===== src/rtl/sprite_spi_pkg.sv =====
// Shared types and constants for the sprite-chip SPI initiator.
package sprite_spi_pkg;

  localparam int SPI_BITS = 8;

  typedef enum logic [2:0] {
    IDLE,
    WAIT_FRAME,
    SETUP,
    SHIFT_LO,
    SHIFT_HI,
    HOLD,
    TEARDOWN,
    GAP
  } state_t;

endpackage


===== src/rtl/sprite_spi_tick.sv =====
// Reloadable down-counter pacing SCLK half-periods and the chip-select gap.
module sprite_spi_tick
  import sprite_spi_pkg::*;
#(
  parameter int CLK_DIV = 2,
  parameter int CS_GAP  = 2
) (
  input  logic clk,
  input  logic rst,
  input  logic load,
  input  logic load_gap,
  output logic tick
);

  localparam int MAX_COUNT = (CLK_DIV > CS_GAP) ? CLK_DIV : CS_GAP;
  localparam int CW        = $clog2(MAX_COUNT + 1);

  logic [CW-1:0] count;

  // NOTE: clocked state is only ever assigned with <= so every flop sees pre-edge values.
  always_ff @(posedge clk or posedge rst) begin
    if (rst) begin
      count <= '0;
    end else if (load) begin
      count <= load_gap ? CW'(CS_GAP - 1) : CW'(CLK_DIV - 1);
    end else if (count != '0) begin
      count <= count - CW'(1);
    end
  end

  // Tick marks the last cycle of the loaded interval.
  assign tick = (count == '0);

endmodule


===== src/rtl/sprite_spi_master.sv =====
// Mode-0, MSB-first SPI initiator with a valid/ready byte stream front end.
// Define SPRITE_SPI_FRAME_SYNC_EN to hold each new transaction until a next_frame rising edge.
module sprite_spi_master
  import sprite_spi_pkg::*;
#(
  parameter int CLK_DIV = 2,
  parameter int CS_GAP  = 2
) (
  input  logic       clk,
  input  logic       reset,
  input  logic [7:0] tx_data,
  input  logic       tx_last,
  input  logic       tx_valid,
  output logic       tx_ready,
  output logic [7:0] rx_data,
  output logic       rx_valid,
  output logic       busy,
  input  logic       next_frame,
  output logic       spi_cs,
  output logic       spi_sclk,
  output logic       spi_mosi,
  input  logic       spi_miso
);

  localparam int              BW       = $clog2(SPI_BITS);
  localparam logic [BW-1:0]   LAST_BIT = BW'(SPI_BITS - 1);

  state_t              state;
  logic [SPI_BITS-1:0] tx_shift;
  logic [SPI_BITS-1:0] rx_shift;
  logic [BW-1:0]       bit_cnt;
  logic                last_q;
  logic                accept;
  logic                load;
  logic                load_gap;
  logic                tick;
  logic                frame_rise;

  assign accept = tx_valid && tx_ready;

`ifdef SPRITE_SPI_FRAME_SYNC_EN
  logic [2:0] frame_sync;

  always_ff @(posedge clk or posedge reset) begin
    if (reset) frame_sync <= '0;
    else       frame_sync <= {frame_sync[1:0], next_frame};
  end

  assign frame_rise = frame_sync[1] && !frame_sync[2];
`else
  logic unused_next_frame;
  assign unused_next_frame = next_frame;
  assign frame_rise        = 1'b0;
`endif

  // Reload the pacing counter on every transition into a timed state.
  always_comb begin
    load     = 1'b0;
    load_gap = 1'b0;
    case (state)
      IDLE, HOLD:                 load = accept;
      WAIT_FRAME:                 load = frame_rise;
      SETUP, SHIFT_LO, SHIFT_HI:  load = tick;
      TEARDOWN: begin
        load     = tick;
        load_gap = tick;
      end
      default:                    load = 1'b0;
    endcase
  end

  sprite_spi_tick #(
    .CLK_DIV (CLK_DIV),
    .CS_GAP  (CS_GAP)
  ) u_tick (
    .clk      (clk),
    .rst      (reset),
    .load     (load),
    .load_gap (load_gap),
    .tick     (tick)
  );

  always_ff @(posedge clk or posedge reset) begin
    if (reset) begin
      state    <= IDLE;
      tx_shift <= '0;
      rx_shift <= '0;
      bit_cnt  <= '0;
      last_q   <= 1'b0;
      tx_ready <= 1'b0;
      rx_data  <= '0;
      rx_valid <= 1'b0;
      busy     <= 1'b0;
      spi_cs   <= 1'b1;
      spi_sclk <= 1'b0;
      spi_mosi <= 1'b0;
    end else begin
      rx_valid <= 1'b0;
      case (state)
        IDLE: begin
          tx_ready <= 1'b1;
          if (accept) begin
            tx_shift <= tx_data;
            last_q   <= tx_last;
            tx_ready <= 1'b0;
            busy     <= 1'b1;
`ifdef SPRITE_SPI_FRAME_SYNC_EN
            state    <= WAIT_FRAME;
`else
            spi_cs   <= 1'b0;
            spi_mosi <= tx_data[7];
            state    <= SETUP;
`endif
          end
        end
        WAIT_FRAME: begin
          if (frame_rise) begin
            spi_cs   <= 1'b0;
            spi_mosi <= tx_shift[7];
            state    <= SETUP;
          end
        end
        SETUP, SHIFT_LO: begin
          if (tick) begin
            spi_sclk <= 1'b1;
            rx_shift <= {rx_shift[SPI_BITS-2:0], spi_miso};
            state    <= SHIFT_HI;
          end
        end
        SHIFT_HI: begin
          if (tick) begin
            spi_sclk <= 1'b0;
            bit_cnt  <= bit_cnt + BW'(1);
            if (bit_cnt == LAST_BIT) begin
              rx_valid <= 1'b1;
              rx_data  <= rx_shift;
              if (last_q) begin
                state <= TEARDOWN;
              end else begin
                tx_ready <= 1'b1;
                state    <= HOLD;
              end
            end else begin
              // Rotate so the next bit to send is always at bit 6 before the shift.
              tx_shift <= {tx_shift[SPI_BITS-2:0], tx_shift[SPI_BITS-1]};
              spi_mosi <= tx_shift[SPI_BITS-2];
              state    <= SHIFT_LO;
            end
          end
        end
        HOLD: begin
          if (accept) begin
            tx_shift <= tx_data;
            last_q   <= tx_last;
            tx_ready <= 1'b0;
            spi_mosi <= tx_data[7];
            state    <= SHIFT_LO;
          end
        end
        TEARDOWN: begin
          if (tick) begin
            spi_cs <= 1'b1;
            state  <= GAP;
          end
        end
        GAP: begin
          if (tick) begin
            busy     <= 1'b0;
            tx_ready <= 1'b1;
            state    <= IDLE;
          end
        end
        default: state <= IDLE;
      endcase
    end
  end

endmodule


===== config.mk =====
export PLATFORM = sky130hd
export DESIGN_NAME = sprite_spi_master
export DESIGN_NICKNAME = d
export VERILOG_FILES = /design/src/rtl/sprite_spi_pkg.sv /design/src/rtl/sprite_spi_tick.sv /design/src/rtl/sprite_spi_master.sv
export SDC_FILE = /design/constraint.sdc
export NUM_CORES = 1
export LEC_CHECK = 0
export CORE_MARGIN = 1
export CORE_UTILIZATION = 40
export DETAILED_ROUTE_END_ITERATION = 10
export PLACE_DENSITY = 0.67
export SLEW_MARGIN = 5
export SYNTH_ARGS = -nofsm -noshare
export SYNTH_HDL_FRONTEND = slang
export SYNTH_HIERARCHICAL = 1
export SYNTH_SLANG_ARGS = --single-unit

===== constraint.sdc =====
create_clock -name clk -period 2.61 [get_ports clk]
set_input_delay 0.522 -clock clk [delete_from_list [all_inputs] [get_ports clk]]
set_output_delay 0.522 -clock clk [all_outputs]
set_load 0.005 [all_outputs]

==> impl.org, run 1 <==
** Run status
- The flow ran to the end, and the final reports show no timing, DRC or antenna violations.

** Die
- # IOs :: 28
- The die covers 4780 um^2.
- Width of the die :: between 60 and 70 um
- Number of rows in the core area :: 24
- Standard cell core area :: between 4000 and 5000 um^2
- Starting Density :: 0.4141
- The floorplan step set the die height to between 60 and 70 um.

** Route
- Routed length per placed instance :: between 10 and 15 um
- Number of remaining DRC errors :: 0
- Iteration count of the initial detailed-routing pass :: 4
- DR vias :: roughly 1200
- Via/cell ratio :: ~5.1
- Highest metal layer with signal wires :: met4
- Number of routed nets with antenna violations :: 0
- After detailed routing, the met3 layer carries ~110 um of wire.
- In this run, the number of DRC markers left after iteration 0 of detailed routing was 27.
- Length of routed wiring on met1 :: around 1.4 mm
- Met2 routed WL :: 1.624 mm
- The routed design has 3.169 mm of wire.

** Power and ir drop
- Summed over all cells, the static leakage comes to about 0.0010 uW.
- Power density over the cells :: between 1000 and 1500 nW/um^2
- Peak supply drop :: 0.0004246 V

** GRT
- The number of global-route vias before repair came to 1201.
- GR Overflow Total :: 0
- Entering global routing, the biggest net connects 37 pins.
- Wire length of the first global-routing pass :: around 5.7 mm
- Across every metal layer, demand over resource in global routing totals 0.1513.
- Antenna violations before repair :: 0

** Clock tree
- For the worst-skew pair, the clock arrives at the later sink with an insertion delay of between 0.2 and 0.3 ns.
- Number of clock sinks seen by CTS :: 38
- No sink is reached through more buffers than the 2 on the longest clock path.
- H-Tree Level Count :: 2
- TritonCTS clock tree :: built
- CTS placed an instance of sky130_fd_sc_hd__clkbuf_8 at the clock tree root.
- CTS buffer count :: 5
- After clock tree synthesis, the repair step resized 0 gates.
- Clock-pin slew reported for the worst setup and hold paths after clock tree synthesis :: around 0.070 ns
- The number of hold buffers added after CTS was 0.
- # Post-CTS Setup Buffers :: 0

** Worst setup path
- The worst register-to-register path begins at u_tick/count[0]$_DFFE_PP0P_.
- Buffers & Inverters on Critical Path :: 1
- Ordered list of cells on the worst path :: inv_1 > ha_1 > nand4bb_4 > o22ai_4 > nor2_1 > a21oi_1
- For this design, the slowest cell found on the critical path is sky130_fd_sc_hd__ha_1.
- The endpoint identified for the worst register-to-register timing path is tx_shift[5]$_DFFE_PP0P_.
- The kind of cell with the highest combined delay along the critical path is compound AO/OA/AOI/OAI gates.
- Worst reg-to-reg path cell count :: 6
- STA classifies the critical path startpoint as a flop.
- Crit path capture type :: flop
- Crit path required time :: between 2 and 3 ns
- Category of the critical setup timing path :: flop to flop
- In this run the worst path has a maximum fanout of 16.
- STA puts the critical path data arrival time at between 2 and 2.5 ns.
- Delay of the slowest cell on the worst path :: about 0.5 ns
- The worst register-to-register path has a setup slack of 0.75 ns.

** Timing
- Clock Skews :: between 0.008 and 0.009 ns
- Setup-violating endpoint count in the final report :: 0
- Max-Slew Margin vs Limit :: 0.6389
- Hold_ws :: a little over 0.4 ns
- After routing, the total negative slack on setup checks comes to 0 ns.
- Final critical path time including I/O delays and setup :: ~1.9 ns
- Final Max Slew Viols :: 0
- Slew @ Worst Pin :: between 0.5 and 0.6 ns
- Setup repair after global routing left no endpoint under its margin.
- Share of the clock period used by the worst path after layout :: 0.7140
- Static timing analysis puts the maximum clock frequency at between 500 and 600 MHz.
- The final hold violation count came to 0.

** Cells and area
- The number of antenna diodes in the final layout is 0.
- Relative to the synthesized area, the layout overhead comes to 21.30%.
- Post-layout nets :: ~190
- Highest-count cells in the layout ignoring fill and taps :: 37 x sky130_fd_sc_hd__dfrtp_1, 26 x sky130_fd_sc_hd__clkdlybuf4s50_1, 16 x sky130_fd_sc_hd__mux2_2
- Of the cells placed in the final design, the portion with a size suffix greater than 1 is 0.2171.
- Most common cell after layout, fill and taps aside :: sky130_fd_sc_hd__dfrtp_1
- Filler cell count :: between 300 and 400

** Logic synthesis
- Average cell area after synthesis :: ~12 um^2
- Syn. warnings :: 6
- Synthesis produced a netlist with a net count of 164.
- Cell area after technology mapping :: ~1800 um^2
- Gate Count Post-Synth :: roughly 150

** Job
- Number of maximum-capacitance constraint violations :: 0

** Place
- Weighted congestion at the end of routability-driven global placement :: around 0.8
- Number of port buffers :: 26
- Detailed placement HPWL :: around 2.3 mm

** Min path
- Worst hold path type :: input port to async pin
sequential cells by signal, summed over array words and instances (netlist names):
| signal | flops |
|---|---|
| rx_data | 8 |
| spi_mosi | 1 |
| state | 3 |
| spi_sclk | 1 |
| tx_shift | 7 |
| rx_shift | 8 |
| rx_valid | 1 |
| spi_cs | 1 |
| tx_ready | 1 |
| u_tick/count | 2 |
| busy | 1 |
| bit_cnt | 3 |
| last_q | 1 |
layer usage:
layer | vias to the layer above | global-route usage
met5 | - | 0
met4 | 0 | 0.06349
li1 | 570 | -
met3 | 5 | 0.04971
met2 | 23 | 0.2611
met1 | 570 | 0.1705
where the power goes:
group | internal, uW | switching [uW] | leakage, uW
Combinational | 457 | 411 | 0.000477
Clock | 306 | 194 | 0.0000573
Sequential | 801 | 205 | 0.000467
worst reg2reg max path: stages (launching register included):
cell	delay, ns
sky130_fd_sc_hd__dfrtp_1	0.39
sky130_fd_sc_hd__inv_1	0.06
sky130_fd_sc_hd__ha_1	0.49
sky130_fd_sc_hd__nand4bb_4	0.23
sky130_fd_sc_hd__o22ai_4	0.38
sky130_fd_sc_hd__nor2_1	0.08
sky130_fd_sc_hd__a21oi_1	0.15
worst max path at each step:
stage | from | end | slack [ns] | cells after the start
2_1_floorplan | u_tick/count[0]$_DFFE_PP0P_ | rx_data[4]$_DFFE_PP0P_ | 0.94 | 6
3_3_place_gp | tx_valid | state[0]$_DFFE_PP0P_ | 0.68 | 5
3_5_place_dp | tx_valid | last_q$_DFFE_PP0P_ | 0.66 | 4
4_1_cts | u_tick/count[0]$_DFFE_PP0P_ | tx_shift[5]$_DFFE_PP0P_ | 0.73 | 6
5_1_grt | u_tick/count[0]$_DFFE_PP0P_ | tx_shift[1]$_DFFE_PP0P_ | 0.53 | 6
6_report | u_tick/count[0]$_DFFE_PP0P_ | tx_shift[5]$_DFFE_PP0P_ | 0.75 | 6
layout make-up:
| cell class | count | area (um^2) | area share |
|---|---|---|---|
| sequential | 38 | 952.2 | 0.4354 |
| multi-input combinational | 97 | 767.0 | 0.3507 |
| timing repair buffer | 27 | 267.8 | 0.1224 |
| clock buffer | 6 | 82.58 | 0.03776 |
| tap | 52 | 65.06 | 0.02975 |
| clock inverter | 1 | 30.03 | 0.01373 |
| inverter | 6 | 22.52 | 0.01030 |
through the flow:
step	std cells	power (uW)	utilization	area (um^2)	setup WS [ns]
floorplan	147	1720	-	1803	0.9379
global placement	220	1836	0.4764	2074	0.6766
detailed placement	220	1898	0.4764	2074	0.6616
CTS	227	2409	0.5023	2187	0.7314
global route	227	2561	0.5023	2187	0.5341
finish	227	2373	0.5023	2187	0.7464
Note: power is estimated with default switching activity, not from simulation.
==> inputs of run 2 (changes only) <==
Settings changed: PLACE_DENSITY 0.67 to 0.7.
Clock period 2.61 ns to 1.5 ns, I/O delays scaled along.
==> impl.org, run 2 (same netlist as run 1, synthesis figures left out) <==
** Die
- Width of the die :: 69.14 um (unchanged)
- The vertical die dimension came to 69.14 um (unchanged).
- Number of rows in the core area :: 24 (unchanged)
- The area of the die was 4780 um^2 (unchanged).
- Standard cell core area :: 4354 um^2 (unchanged)
- The number of placed I/O pins was 28 (unchanged).
- Starting Density :: 0.4141 (unchanged)

** Job
- Number of maximum-capacitance constraint violations :: 0 (unchanged)

** Worst setup path
- The number of logic stages on the critical path including buffering is 1 (-5).
- Reg2Reg Capture Point :: rx_data[4]$_DFFE_PP0P_
- The most critical setup path has its endpoint at rx_data[2].
- Crit path capture type :: output port
- The longest individual stage delay on the worst path was 0.51 ns (+0.02 ns).
- Critical-path cell with the highest stage delay :: sky130_fd_sc_hd__clkdlybuf4s50_1
- The critical path goes through clkdlybuf4s50_1.
- Worst reg-to-reg path cell count :: 5 (-1)
- The worst setup path is launched from a flop.
- Arrival time reported for the critical path endpoint :: 1.16 ns (-0.90 ns)
- Crit path required time :: 1.20 ns (-1.61 ns)
- In this run the critical register-to-register path is launched from u_tick/count[0]$_DFFE_PP0P_.
- The critical path in this run is classified as flop to output port.
- Largest fanout on the critical path :: 2 (-14)
- Critical path launch point :: rx_data[2]$_DFFE_PP0P_
- The critical path buffer and inverter count came to 1 (unchanged).
- The reg2reg setup slack was 0.05 ns (-0.70 ns).
- Among cell families on the critical path, the largest total delay comes from buffers and inverters.

** Timing
- Max-Slew Margin vs Limit :: 0.8257 (+0.1868)
- The number of setup violations in the final report was 0 (unchanged).
- Max Clock Freq :: about 700 MHz
- Share of the clock period used by the worst path after layout :: 0.9711
- For the finished layout, the period the worst path requires is between 1 and 1.5 ns.
- Setup repair after global routing left no endpoint under its margin.
- The measured slew at the worst slew-check pin came to 0.2586 ns (-0.2830 ns).
- Final Max Slew Viols :: 0 (unchanged)
- The worst-case clock skew came to 0.004118 ns (-0.004476 ns).
- The setup total negative slack was 0 ns (unchanged).
- Final Hold Violating Endpoints :: 0 (unchanged)

** Clock tree
- TritonCTS clock tree :: built
- H-Tree Level Count :: 2 (unchanged)
- The number of buffers inserted during clock tree synthesis was 5 (unchanged).
- The number of sinks handled by clock tree synthesis was 38 (unchanged).
- The count of hold buffers inserted by post-cts repair is 0 (unchanged).
- Number of buffers on the longest clock path :: 2 (unchanged)
- Clock-pin slew reported for the worst setup and hold paths after clock tree synthesis :: 0.07 ns (about the same)
- The clock latency on the worst-skew pair is 0.29 ns (about the same).
- The tree is rooted in a sky130_fd_sc_hd__clkbuf_8.

** Power and ir drop
- The cell-internal power was 3016 uW (+93%).
- The share of power burned in registers was 0.371 (-0.053).
- Power density over the cells :: 1886 nW/um^2 (+74%)
- Fraction of power consumed by combinational cells :: 0.441 (+0.076)
- The highest ir drop seen on vdd was 0.0007057 V (+66%).
- Clock power share :: 0.188 (-0.022)
- The switching component of the power came to 1511 uW (+87%).
- Switching part of the total :: 0.3337 (-0.007589)
- The reported leakage power was 0.001103 uW (+10%).

** Cells and area
- Most common cell after layout, fill and taps aside :: sky130_fd_sc_hd__dfrtp_1
- Highest-count cells in the layout ignoring fill and taps :: 35 x sky130_fd_sc_hd__dfrtp_1, 23 x sky130_fd_sc_hd__clkdlybuf4s50_1, 16 x sky130_fd_sc_hd__mux2_2
- Share of final-layout standard cells stronger than drive strength 1 :: 0.3212 (+0.1041)
- Area used by multi-input combinational logic :: 814.5 um^2 (+6.2%)
- Largest registers :: rx_data (8), rx_shift (8), tx_shift (7)
- The area occupied by registers is 954.7 um^2 (+0.26%).
- Ant diodes :: 0 (unchanged)
- Post-layout nets :: 209 (+8.9%)
- The count of filler cells inserted in the layout is 348 (-8.9%).
- Layout overhead on the synthesized area :: 33.10%
- The end-of-flow core utilization is 0.5511 (+0.04885).

** GRT
- The initial antenna violation count is 0 (unchanged).
- Vias in the first global route :: 1236 (+2.9%)
- Maximum number of pins on one net before global-route repair :: 37 (unchanged)
- GR Overflow Total :: 0 (unchanged)
- Wire length of the first global-routing pass :: 5.478 mm (-3.3%)
- The total routing resource utilization after global routing is 0.1438 (-0.007562).

** Run status
- Status :: finished, final reports clean

** Route
- The per-cell routed wire length came to 12.96 um (-7.2%).
- The number of vias in the routed layout came to 1236 (+5.8%).
- The total wirelength of the detailed-routed design is 3.174 mm (+0.16%).
- Number of remaining DRC errors :: 0 (unchanged)
- Iteration count of the initial detailed-routing pass :: 4 (unchanged)
- DR iter-0 viols :: 22 (-19%)
- The via count normalized by instance count was 5.045 (-2.0%).
- Number of routed nets with antenna violations :: 0 (unchanged)

** Place
- Number of port buffers :: 26 (unchanged)
- Weighted congestion at the end of routability-driven global placement :: 0.9432 (+21%)
- The placed wire-length estimate after detailed placement was 2.266 mm (-1.1%).

** Min path
- The path class of the tightest hold or removal check is input port to async pin.
[run 2: changes by cell type in the layout (fill, tap and decap cells not counted), sizes merged]
cell / change
clkdlybuf4s50: -3
buf: +16
clkbuf: -1
dlymetal6s2s: +2
dlygate4sd2: +1
clkinvlp: +2
nand2: +1
[run 2: through the flow]
step	hold slack (ns)	std cells	setup WS, ns	total power (uW)	cell area (um^2)
final	0.1990	245	0.04342	4526	2400
after global placement	0.4634	229	-0.1482	3414	2180
after detailed placement	0.4681	229	-0.1691	3497	2180
after floorplan	0.04118	147	-0.01899	3047	1822
after CTS	0.1962	239	0.0004170	4379	2308
after global routing	0.2190	245	0.0008145	4875	2400
[run 2: layout make-up]
type / instances / share of cell area
clock buffers: 5 / 0.02868
clock inverters: 3 / 0.01877
inverters: 6 / 0.009385
multi-input cells: 98 / 0.3394
flip-flops and latches: 38 / 0.3978
well taps: 52 / 0.02711
repair buffers: 43 / 0.1788
[run 2: repair_timing]
item | CTS | global route
cloned | 1 | 0
setup endpoints to repair | 9 | 19
gates resized for setup | 2 | 7
pin swaps | 1 | 3
buffers inserted | 1 | 6
[run 2: worst reg2reg max path: stages, from the launching register on]
cell and delay (ns):
sky130_fd_sc_hd__dfrtp_1 0.39, sky130_fd_sc_hd__inv_2 0.07, sky130_fd_sc_hd__ha_4 0.19, sky130_fd_sc_hd__and4bb_4 0.31, sky130_fd_sc_hd__nand2_4 0.09, sky130_fd_sc_hd__mux2_4 0.30
[run 2: layer usage]
metal / wire (um) / vias up / track usage
met3: 171 / 4 / 0.05848
met5: 0 / - / 0
met2: 1567 / 22 / 0.2319
met4: 32 / 0 / 0.04308
met1: 1402 / 605 / 0.1762
li1: - / 605 / -
[run 2: worst min-delay path by stage]
stage	slack [ns]	end	start
global placement	0.46	bit_cnt[1]$_DFFE_PP0P_	bit_cnt[1]$_DFFE_PP0P_
global route	0.22	u_tick/count[0]$_DFFE_PP0P_	reset
finish	0.20	u_tick/count[1]$_DFFE_PP0P_	reset
floorplan	0.04	u_tick/count[0]$_DFFE_PP0P_	reset
CTS	0.20	u_tick/count[1]$_DFFE_PP0P_	reset
detailed placement	0.47	spi_sclk$_DFFE_PP0P_	spi_sclk$_DFFE_PP0P_
[run 2: power by group through the flow]
| stage | clock network, uW | logic, uW | registers [uW] |
|---|---|---|---|
| 4_1_cts | 884 | 1830 | 1660 |
| 6_report | 850 | 2000 | 1680 |
| 5_1_grt | 926 | 2220 | 1730 |
| 2_1_floorplan | 0 | 1450 | 1600 |
| 3_5_place_dp | 0 | 1800 | 1690 |
| 3_3_place_gp | 0 | 1740 | 1670 |
==> patch (config.mk and constraints of run 2) <==
Build with the macro `SPRITE_SPI_FRAME_SYNC_EN` defined.
--- a/src/rtl/sprite_spi_master.sv
+++ b/src/rtl/sprite_spi_master.sv
@@ -1,5 +1,7 @@
 // Mode-0, MSB-first SPI initiator with a valid/ready byte stream front end.
 // Define SPRITE_SPI_FRAME_SYNC_EN to hold each new transaction until a next_frame rising edge.
+`define SPRITE_SPI_FRAME_SYNC_EN
+
 module sprite_spi_master
   import sprite_spi_pkg::*;
 #(
Function: changed (a bounded check fails within 4 cycles, from zero or initial values and one cycle with reset high).
==> patch against run 2 <==
The flow now finishes with violations (negative setup slack). Wire length is 58% higher. Synthesized area is 10% higher. Core utilization is 10 points higher. Maximum frequency is 19% lower. Sequential cell count is 4 higher. Largest power group unchanged. Hold slack worse by 23 ps. Largest cell class is now multi-input gates. Power is 38% higher. Highest routed layer unchanged. Setup slack worse by 340 ps. Final area is 29% higher. Combinational power is 77% higher.
==> patch: results (changes against run 2) <==
metric	value	unit	change
outcome	complete, but fails checks		
syn_nets	179		+9.1%
crit-path max FO	8		+6
setup TNS	-4230	ps	-4230 ps
dpl cells	279		+22%
Design Area, Final	3097	um2	+29%
Clock Latency Late Sink	300	ps	
# fillers	369		+6.0%
n_diodes	0		unchanged
vias post-DR	1532		+24%
quantity of I/O buffers inserted on ports	27		+3.8%
path category of the worst min-delay check	primary input to asynchronous set/reset pin		
final worst setup slack	-298.0	ps	-341.4 ps
failing checks	negative setup slack		
global-route wire length before repair	7983	um	+46%
Worst-path clk slew	80	ps	
DP Area	2595	um2	+19%
initial DRC count	55		+150%
Detailed Place HPWL	2853	um	+26%
maximum buffer depth of the clock tree	2		unchanged
largest net degree at the start of global routing	41		+11%
max cap viols	0		unchanged
# nets final	254		+22%
initial antenna violation count	0		unchanged
vias in the first global route	1627		+32%
Largest regs	rx_data: 8 flops, rx_shift: 8 flops, tx_shift: 8 flops		
Fin. Hold Viols	0		unchanged
H-tree depth	2		unchanged
WL/cell	16.45	um	+27%
CTS Buf Count	5		unchanged
DRT Pass-1 Iters	4		unchanged
Post-Syn Area per Cell	12.26	um2	about the same
routability cong.	0.9238		-2.1%
total track usage	0.2053		+0.06155
setup violators final	23		+23
Leak	1.486	nW	+35%
proportion of layout cells with a drive suffix above 1	0.4832		+0.1619
Peak VDD IR	0.0008218	V	+16%
Yosys warnings	6		unchanged
Layout Cells excl Fill	305		+24%
Rel. slew slack	0.8460		+0.02030
clk_skew	5.687	ps	+1.569 ps
Root Driver	clkbuf_8		
==> patch: cell type report <==
cell class | count | share of cell area
inverter | 7 | 0.008485
tap | 67 | 0.02707
clock buffer | 7 | 0.02465
clock inverter | 1 | 0.009697
timing repair buffer | 75 | 0.2368
multi-input combinational | 106 | 0.3531
sequential | 42 | 0.3402
==> patch: per-layer routing <==
metal  share of wire  routed length, um  GRT usage
met5               0                  0          0
met1            0.43               2172     0.2502
met2            0.50               2527     0.3396
met3           0.039                194    0.05417
met4           0.025                123    0.09586
==> patch: path summary, 6_finish.rpt <==
check                               from              end  slack [ps]  depth (start not counted)
max in group asynchronous          reset           spi_cs         870                          3
min in group clk           frame_sync[0]    frame_sync[1]         350                          0
hold / removal                     reset  u_tick/count[1]         180                          2
setup reg to reg              bit_cnt[1]      tx_shift[1]        -300                          6
setup / recovery              bit_cnt[1]      tx_shift[1]        -300                          6
hold reg to reg            frame_sync[0]    frame_sync[1]         350                          0
==> patch: timing repair <==
action                                 4_1_cts  5_1_grt
gates resized for setup                     49       30
gates cloned                                 1        0
setup endpoints to repair                   23       36
buffers inserted                            15        9
endpoints found under the hold margin        0        0
pin swaps                                   11       10
==> patch: report_power, final <==
group	switching [mW]	total [mW]	internal (mW)
Combinational	1.38	3.53	2.14
Clock	0.389	0.887	0.498
Sequential	0.304	1.85	1.54
==> patch: per-stage QoR <==
step           setup slack, ps  hold WS (ps)
6_report                -298.0         175.8
5_1_grt                 -327.5         183.5
4_1_cts                 -290.8         168.3
3_5_place_dp            -377.8         337.9
3_3_place_gp            -313.0         337.6
2_1_floorplan           -247.2         41.18
==> patch: critical path, cell delays in order (launching register included) <==
cell      delay (ps)
dfrtp_1          400
ha_2             210
ha_4             160
nand2b_4         140
a21oi_4          150
and3_4           320
mux2_4           320
